`config.mk`:
```
export PLATFORM = sky130hd
export DESIGN_NAME = spi_slave_ctrl
export DESIGN_NICKNAME = d
export VERILOG_FILES = /design/src/rtl/spi_slave_ctrl.sv
export SDC_FILE = /design/constraint.sdc
export NUM_CORES = 1
export LEC_CHECK = 0
export BUFFER_PORTS_ARGS = -buffer_cell sky130_fd_sc_hd__buf_2
export CORE_ASPECT_RATIO = 1.75
export CORE_MARGIN = 1.5
export CORE_UTILIZATION = 60
export DETAILED_ROUTE_END_ITERATION = 8
export HOLD_SLACK_MARGIN = 0.15
export MAX_ROUTING_LAYER = met4
export PLACE_DENSITY_LB_ADDON = 0.05
export SKIP_LAST_GASP = 1
export SLEW_MARGIN = 10
export SYNTH_ARGS = -nofsm -noshare
export SYNTH_HDL_FRONTEND = slang
export SYNTH_SLANG_ARGS = --single-unit
```
`constraint.sdc`:
```
create_clock -name clk -period 5 [get_ports clk]
set_input_delay 0.5 -clock clk [delete_from_list [all_inputs] [get_ports clk]]
set_output_delay 0.5 -clock clk [all_outputs]
set_load 0.05 [all_outputs]
```
`src/rtl/spi_slave_ctrl.sv`:
```
// SPI slave front-end: deserialises DATA_W+2 bit command frames, serialises
// DATA_W bit read responses, and flags malformed or truncated frames.
module spi_slave_ctrl #(
   parameter int DATA_W = 8
) (
   input  logic              clk,
   input  logic              rst_n,
   input  logic              SS_n,
   input  logic              MOSI,
   output logic              MISO,
   output logic [DATA_W+1:0] rx_data,
   output logic              rx_valid,
   input  logic [DATA_W-1:0] tx_data,
   input  logic              tx_valid,
   output logic              frame_err
);

   localparam int FW = DATA_W + 2;
   localparam int CW = $clog2(FW);

   typedef enum logic [2:0] {
      IDLE,
      CHK_CMD,
      RECV,
      WAIT_TX,
      SEND,
      DONE
   } state_t;

   state_t            r_state,     w_state;
   logic [CW-1:0]     r_cnt,       w_cnt;
   logic [FW-1:0]     r_rx_sh,     w_rx_sh;
   logic [DATA_W-1:0] r_tx_sh,     w_tx_sh;
   logic              r_mode,      w_mode;
   logic              r_addr_done, w_addr_done;
   logic              r_miso,      w_miso;
   logic [FW-1:0]     r_rx_data,   w_rx_data;
   logic              r_rx_valid,  w_rx_valid;
   logic              r_frame_err, w_frame_err;

   logic [FW-1:0]     w_frame;
   logic [1:0]        w_cmd;

   assign w_frame = {r_rx_sh[FW-2:0], MOSI};
   assign w_cmd   = w_frame[FW-1:FW-2];

   always_ff @(posedge clk or negedge rst_n) begin
      if (!rst_n) begin
         r_state     <= IDLE;
         r_cnt       <= '0;
         r_rx_sh     <= '0;
         r_tx_sh     <= '0;
         r_mode      <= 1'b0;
         r_addr_done <= 1'b0;
         r_miso      <= 1'b0;
         r_rx_data   <= '0;
         r_rx_valid  <= 1'b0;
         r_frame_err <= 1'b0;
      end else begin
         r_state     <= w_state;
         r_cnt       <= w_cnt;
         r_rx_sh     <= w_rx_sh;
         r_tx_sh     <= w_tx_sh;
         r_mode      <= w_mode;
         r_addr_done <= w_addr_done;
         r_miso      <= w_miso;
         r_rx_data   <= w_rx_data;
         r_rx_valid  <= w_rx_valid;
         r_frame_err <= w_frame_err;
      end
   end

   always_comb begin
      w_state     = r_state;
      w_cnt       = r_cnt;
      w_rx_sh     = r_rx_sh;
      w_tx_sh     = r_tx_sh;
      w_mode      = r_mode;
      w_addr_done = r_addr_done;
      w_miso      = 1'b0;
      w_rx_data   = r_rx_data;
      w_rx_valid  = 1'b0;
      w_frame_err = 1'b0;

      // SS_n release beats everything; only a frame caught mid-transfer is an error
      if (r_state != IDLE && SS_n) begin
         w_state     = IDLE;
         w_cnt       = '0;
         w_rx_sh     = '0;
         w_tx_sh     = '0;
         w_frame_err = (r_state == RECV) || (r_state == WAIT_TX) || (r_state == SEND);
      end else begin
         case (r_state)
            IDLE: begin
               w_cnt   = '0;
               w_rx_sh = '0;
               w_tx_sh = '0;
               if (!SS_n) w_state = CHK_CMD;
            end
            CHK_CMD: begin
               w_mode  = MOSI;
               w_state = RECV;
            end
            RECV: begin
               w_rx_sh = w_frame;
               if (r_cnt == CW'(FW - 1)) begin
                  w_cnt = '0;
                  if (r_mode != w_cmd[1]) begin
                     w_frame_err = 1'b1;
                     w_state     = DONE;
                  end else if (w_cmd == 2'b11 && !r_addr_done) begin
                     w_frame_err = 1'b1;
                     w_state     = DONE;
                  end else begin
                     w_rx_data  = w_frame;
                     w_rx_valid = 1'b1;
                     if (w_cmd == 2'b10) w_addr_done = 1'b1;
                     if (w_cmd == 2'b11) begin
                        w_addr_done = 1'b0;
                        w_state     = WAIT_TX;
                     end else begin
                        w_state = DONE;
                     end
                  end
               end else begin
                  w_cnt = r_cnt + CW'(1);
               end
            end
            WAIT_TX: begin
               if (tx_valid) begin
                  w_miso  = tx_data[DATA_W-1];
                  w_tx_sh = tx_data << 1;
                  w_cnt   = '0;
                  w_state = SEND;
               end
            end
            SEND: begin
               // MSB already left in WAIT_TX; DATA_W-1 more bits, then one idle edge
               if (r_cnt == CW'(DATA_W - 1)) begin
                  w_cnt   = '0;
                  w_state = DONE;
               end else begin
                  w_miso  = r_tx_sh[DATA_W-1];
                  w_tx_sh = r_tx_sh << 1;
                  w_cnt   = r_cnt + CW'(1);
               end
            end
            DONE:    w_state = DONE;
            default: w_state = IDLE;
         endcase
      end
   end

   assign MISO      = r_miso;
   assign rx_data   = r_rx_data;
   assign rx_valid  = r_rx_valid;
   assign frame_err = r_frame_err;

endmodule

```
==> flow_summary_export.csv <==
group,metric,value,unit
clock_tree,cts_setup_buffers,0,
critical_path,critPathMaxStageDelay,0.65,ns
clock_tree,htreeDepth,2,
synthesis,synth_xor_area_share,0,%
global_route,grtUsageMet2,40.03,%
drt,drt_iter0_drc,27,
drt,firstDrtPassIters,6,
timing,final.min_clock_period,2.240,ns
global_route,grt_max_degree,39,
hold_path,min_path_type,"in -> async",
drt,routed-via-count,1277,
critical_path,crit_chain,"nor3b_4 -> nand2_2 -> or3_1 -> mux2_4",
critical_path,critPathCaptureType,"flop",
synthesis,syn_inst,154,
synthesis,synth.top_cell.area_share,52.81,%
clock_tree,cts_buffer_depth,2,
timing,setup_viol,0,
global_route,top_usage_layer,"met2",
global_route,grtUsageMet1,26.85,%
critical_path,cp_max_fo,16,
drt,viasPerCell,6.199,
placement,portBuffers,25,
synthesis,yosysUniqueCellTypes,42,
synthesis,synth.cell_area,0.001800,mm2
placement,gp_congestion,0.8866,
floorplanning,die_h,75.47,um
timing,grt_setup_unrepaired,"no",
floorplanning,initial_utilization,62.19,%
timing,tns,0,ns
pwr,ir_worst_vdd,0.0002883,V
timing,fin_skew,0.003211,ns
synthesis,synth_top_family_by_area,"compound AO/OA/AOI/OAI gates",
floorplanning,num_io_pins,26,
finish,utilization,70.01,%
timing,worst_slew_pin_slew,0.8002,ns
clock_tree,cts-root-buf,"clkbuf_8",
finish,antennaDiodeCount,0,
critical_path,worst-r2r-setup-slack,2.76,ns
synthesis,async_reset_ff_share,100.0,%
synthesis,yosysMostFrequentCell,"dfrtp_1",
global_route,grt_pass1_wl,5823,um
finish,drive_above_1_share,28.65,%
clock_tree,cts_buffers,5,
global_route,grt_use_met3,6.398,%
pwr,p_leak,0.9867,nW
critical_path,critPathArrivalTime,2.41,ns
floorplanning,core,0.002895,mm2
clock_tree,postCtsHoldBufs,0,
global_route,grt_util_all_layers,24.71,%
floorplanning,die_w,44.41,um
synthesis,syn-num-nets,169,
synthesis,ys_ff_latch,38,
placement,dp_hpwl,2358,um
synthesis,synth_compound_area_share,18.42,%
synthesis,yosysTopAreaCell,"dfrtp_1",
drt,wl_per_cell,16.45,um
timing,slew_violations,0,
timing,clock.fmax,446.3,MHz
synthesis,synthAdderAreaFrac,1.390,%
finish,syn2layout_area_growth,12.58,%
pwr,powerDensity,451.2,mW/mm2
critical_path,cp-start-kind,"flop",
finish,nets,192,
drt,remaining_drc_errors,0,
clock_tree,path_clk_slew,0.07,ns
clock_tree,post_cts_resize_count,0,
synthesis,synthSimpleGateAreaFrac,15.36,%
timing,finalHoldViolCount,0,
timing,max-slew-margin-rel,46.65,%
timing,min_period_over_period,44.81,%
global_route,gr-total-overflow,0,
synthesis,synthFlopType,"dfrtp_1",
synthesis,avgSynthCellArea,11.69,um2
synthesis,synth_edf_count,0,
job,drv_cap,0,
critical_path,critPathKind,"reg -> reg",
critical_path,reg2reg_from,"r_state[1]$_DFFE_PN0P_",
synthesis,synth_common_cells,"dfrtp_1 (38), nor2_1 (11), mux2_4 (10), a22o_1 (9)",
critical_path,r2r_cells,4,
floorplanning,dieArea,0.003351,mm2
drt,ant_nets,0,
critical_path,crit_slowest_cell,"dfrtp_1",
synthesis,synthMuxAreaShare,8.965,%
placement,place_ws,2.709,ns
global_route,antenna_found_initial,0,
critical_path,required,5.17,ns
critical_path,regToRegEndpoint,"rx_data[3]$_DFFE_PN0P_",
clock_tree,cts_tree,"yes",
drt,wirelength,3388,um
global_route,grt_pass1_vias,1307,
outcome,outcome,"finished clean",
synthesis,ys_seq_area_share,52.81,%
clock_tree,clk_latency,0.28,ns
synthesis,synth_area_leaders,"dfrtp_1 (53%), mux2_4 (8.3%), a22o_1 (4.4%)",
synthesis,yosysWarnings,0,
clock_tree,clock-sinks,38,
timing,setup_ws,2.760,ns
floorplanning,rows,26,
per-stage QoR:
stage | instance area, um2 | std cells | hold WS, ns | total power, W
after global routing | 2027 | 206 | 0.3773 | 0.0009759
after CTS | 2022 | 206 | 0.3249 | 0.0009185
after detailed placement | 1913 | 198 | 0.4900 | 0.0006649
after global placement | 1913 | 198 | 0.4912 | 0.0006549
after floorplan | 1800 | 154 | 0.2044 | 0.0006135
final | 2027 | 206 | 0.3010 | 0.0009145
worst max-delay path, delay by kind of cell (launching register included):
family | cells | cell delay, ns
simple gates | 3 | 1.08
flops | 1 | 0.65
mux | 1 | 0.39
layout by cell type, fill, tap and decap left out, types with 5 or more instances in the layout:
cell,count
buf_2,25
a22oi_1,7
mux2_4,10
nand2_1,7
clkbuf_8,5
a211oi_1,8
nor2_1,11
a21oi_1,8
a22o_1,9
dfrtp_1,38
how the worst max path moves through the flow:
stage                                 from                endpoint  slack (ns)  depth (start not counted)
finish              r_state[1]$_DFFE_PN0P_  rx_data[3]$_DFFE_PN0P_        2.76                          4
detailed placement    r_cnt[0]$_DFFE_PN0P_  r_tx_sh[2]$_DFFE_PN0P_        2.71                          5
CTS                   r_cnt[0]$_DFFE_PN0P_  r_tx_sh[2]$_DFFE_PN0P_        2.67                          5
global route        r_state[1]$_DFFE_PN0P_  rx_data[7]$_DFFE_PN0P_        2.65                          4
floorplan             r_cnt[1]$_DFFE_PN0P_  rx_data[0]$_DFFE_PN0P_        3.28                          7
global placement      r_cnt[0]$_DFFE_PN0P_  r_tx_sh[3]$_DFFE_PN0P_        2.76                          5
area by class of cell:
| class | count | area, um2 |
|---|---|---|
| sequential | 38 | 950.9 |
| fill | 219 | 868.3 |
| multi-input combinational | 105 | 799.5 |
| timing repair buffer | 25 | 125.1 |
| clock buffer | 5 | 68.82 |
| clock inverter | 3 | 40.04 |
| tap | 28 | 35.03 |
| inverter | 2 | 7.507 |
logic make-up after synthesis:
| logic type | after synthesis |
|---|---|
| AOI/OAI and AO/OA | 46 |
| adders and majority gates | 2 |
| buffers and inverters | 11 |
| DFF | 38 |
| muxes | 11 |
| and+or+nand+nor | 46 |
per-layer routing:
| metal | wire length, um | share of wire (%) |
|---|---|---|
| met1 | 1376 | 41 |
| met2 | 1868 | 55 |
| met3 | 101 | 3.0 |
| met4 | 42 | 1.2 |
| met5 | 0 | 0 |
report_power, final:
part | total (W) | switching [W] | internal, W
logic | 0.000246 | 0.000148 | 0.0000978
registers | 0.000418 | 0.0000646 | 0.000353
clock network | 0.000251 | 0.000104 | 0.000147
total | 0.000915 | 0.000317 | 0.000598
state kept, by name, indices dropped and copies added, names as in the netlist:
name         count
MISO             1
frame_err        1
r_addr_done      1
r_cnt            4
r_mode           1
r_rx_sh          9
r_state          3
r_tx_sh          7
rx_data         10
rx_valid         1
Note: power is estimated with default switching activity, not from simulation.
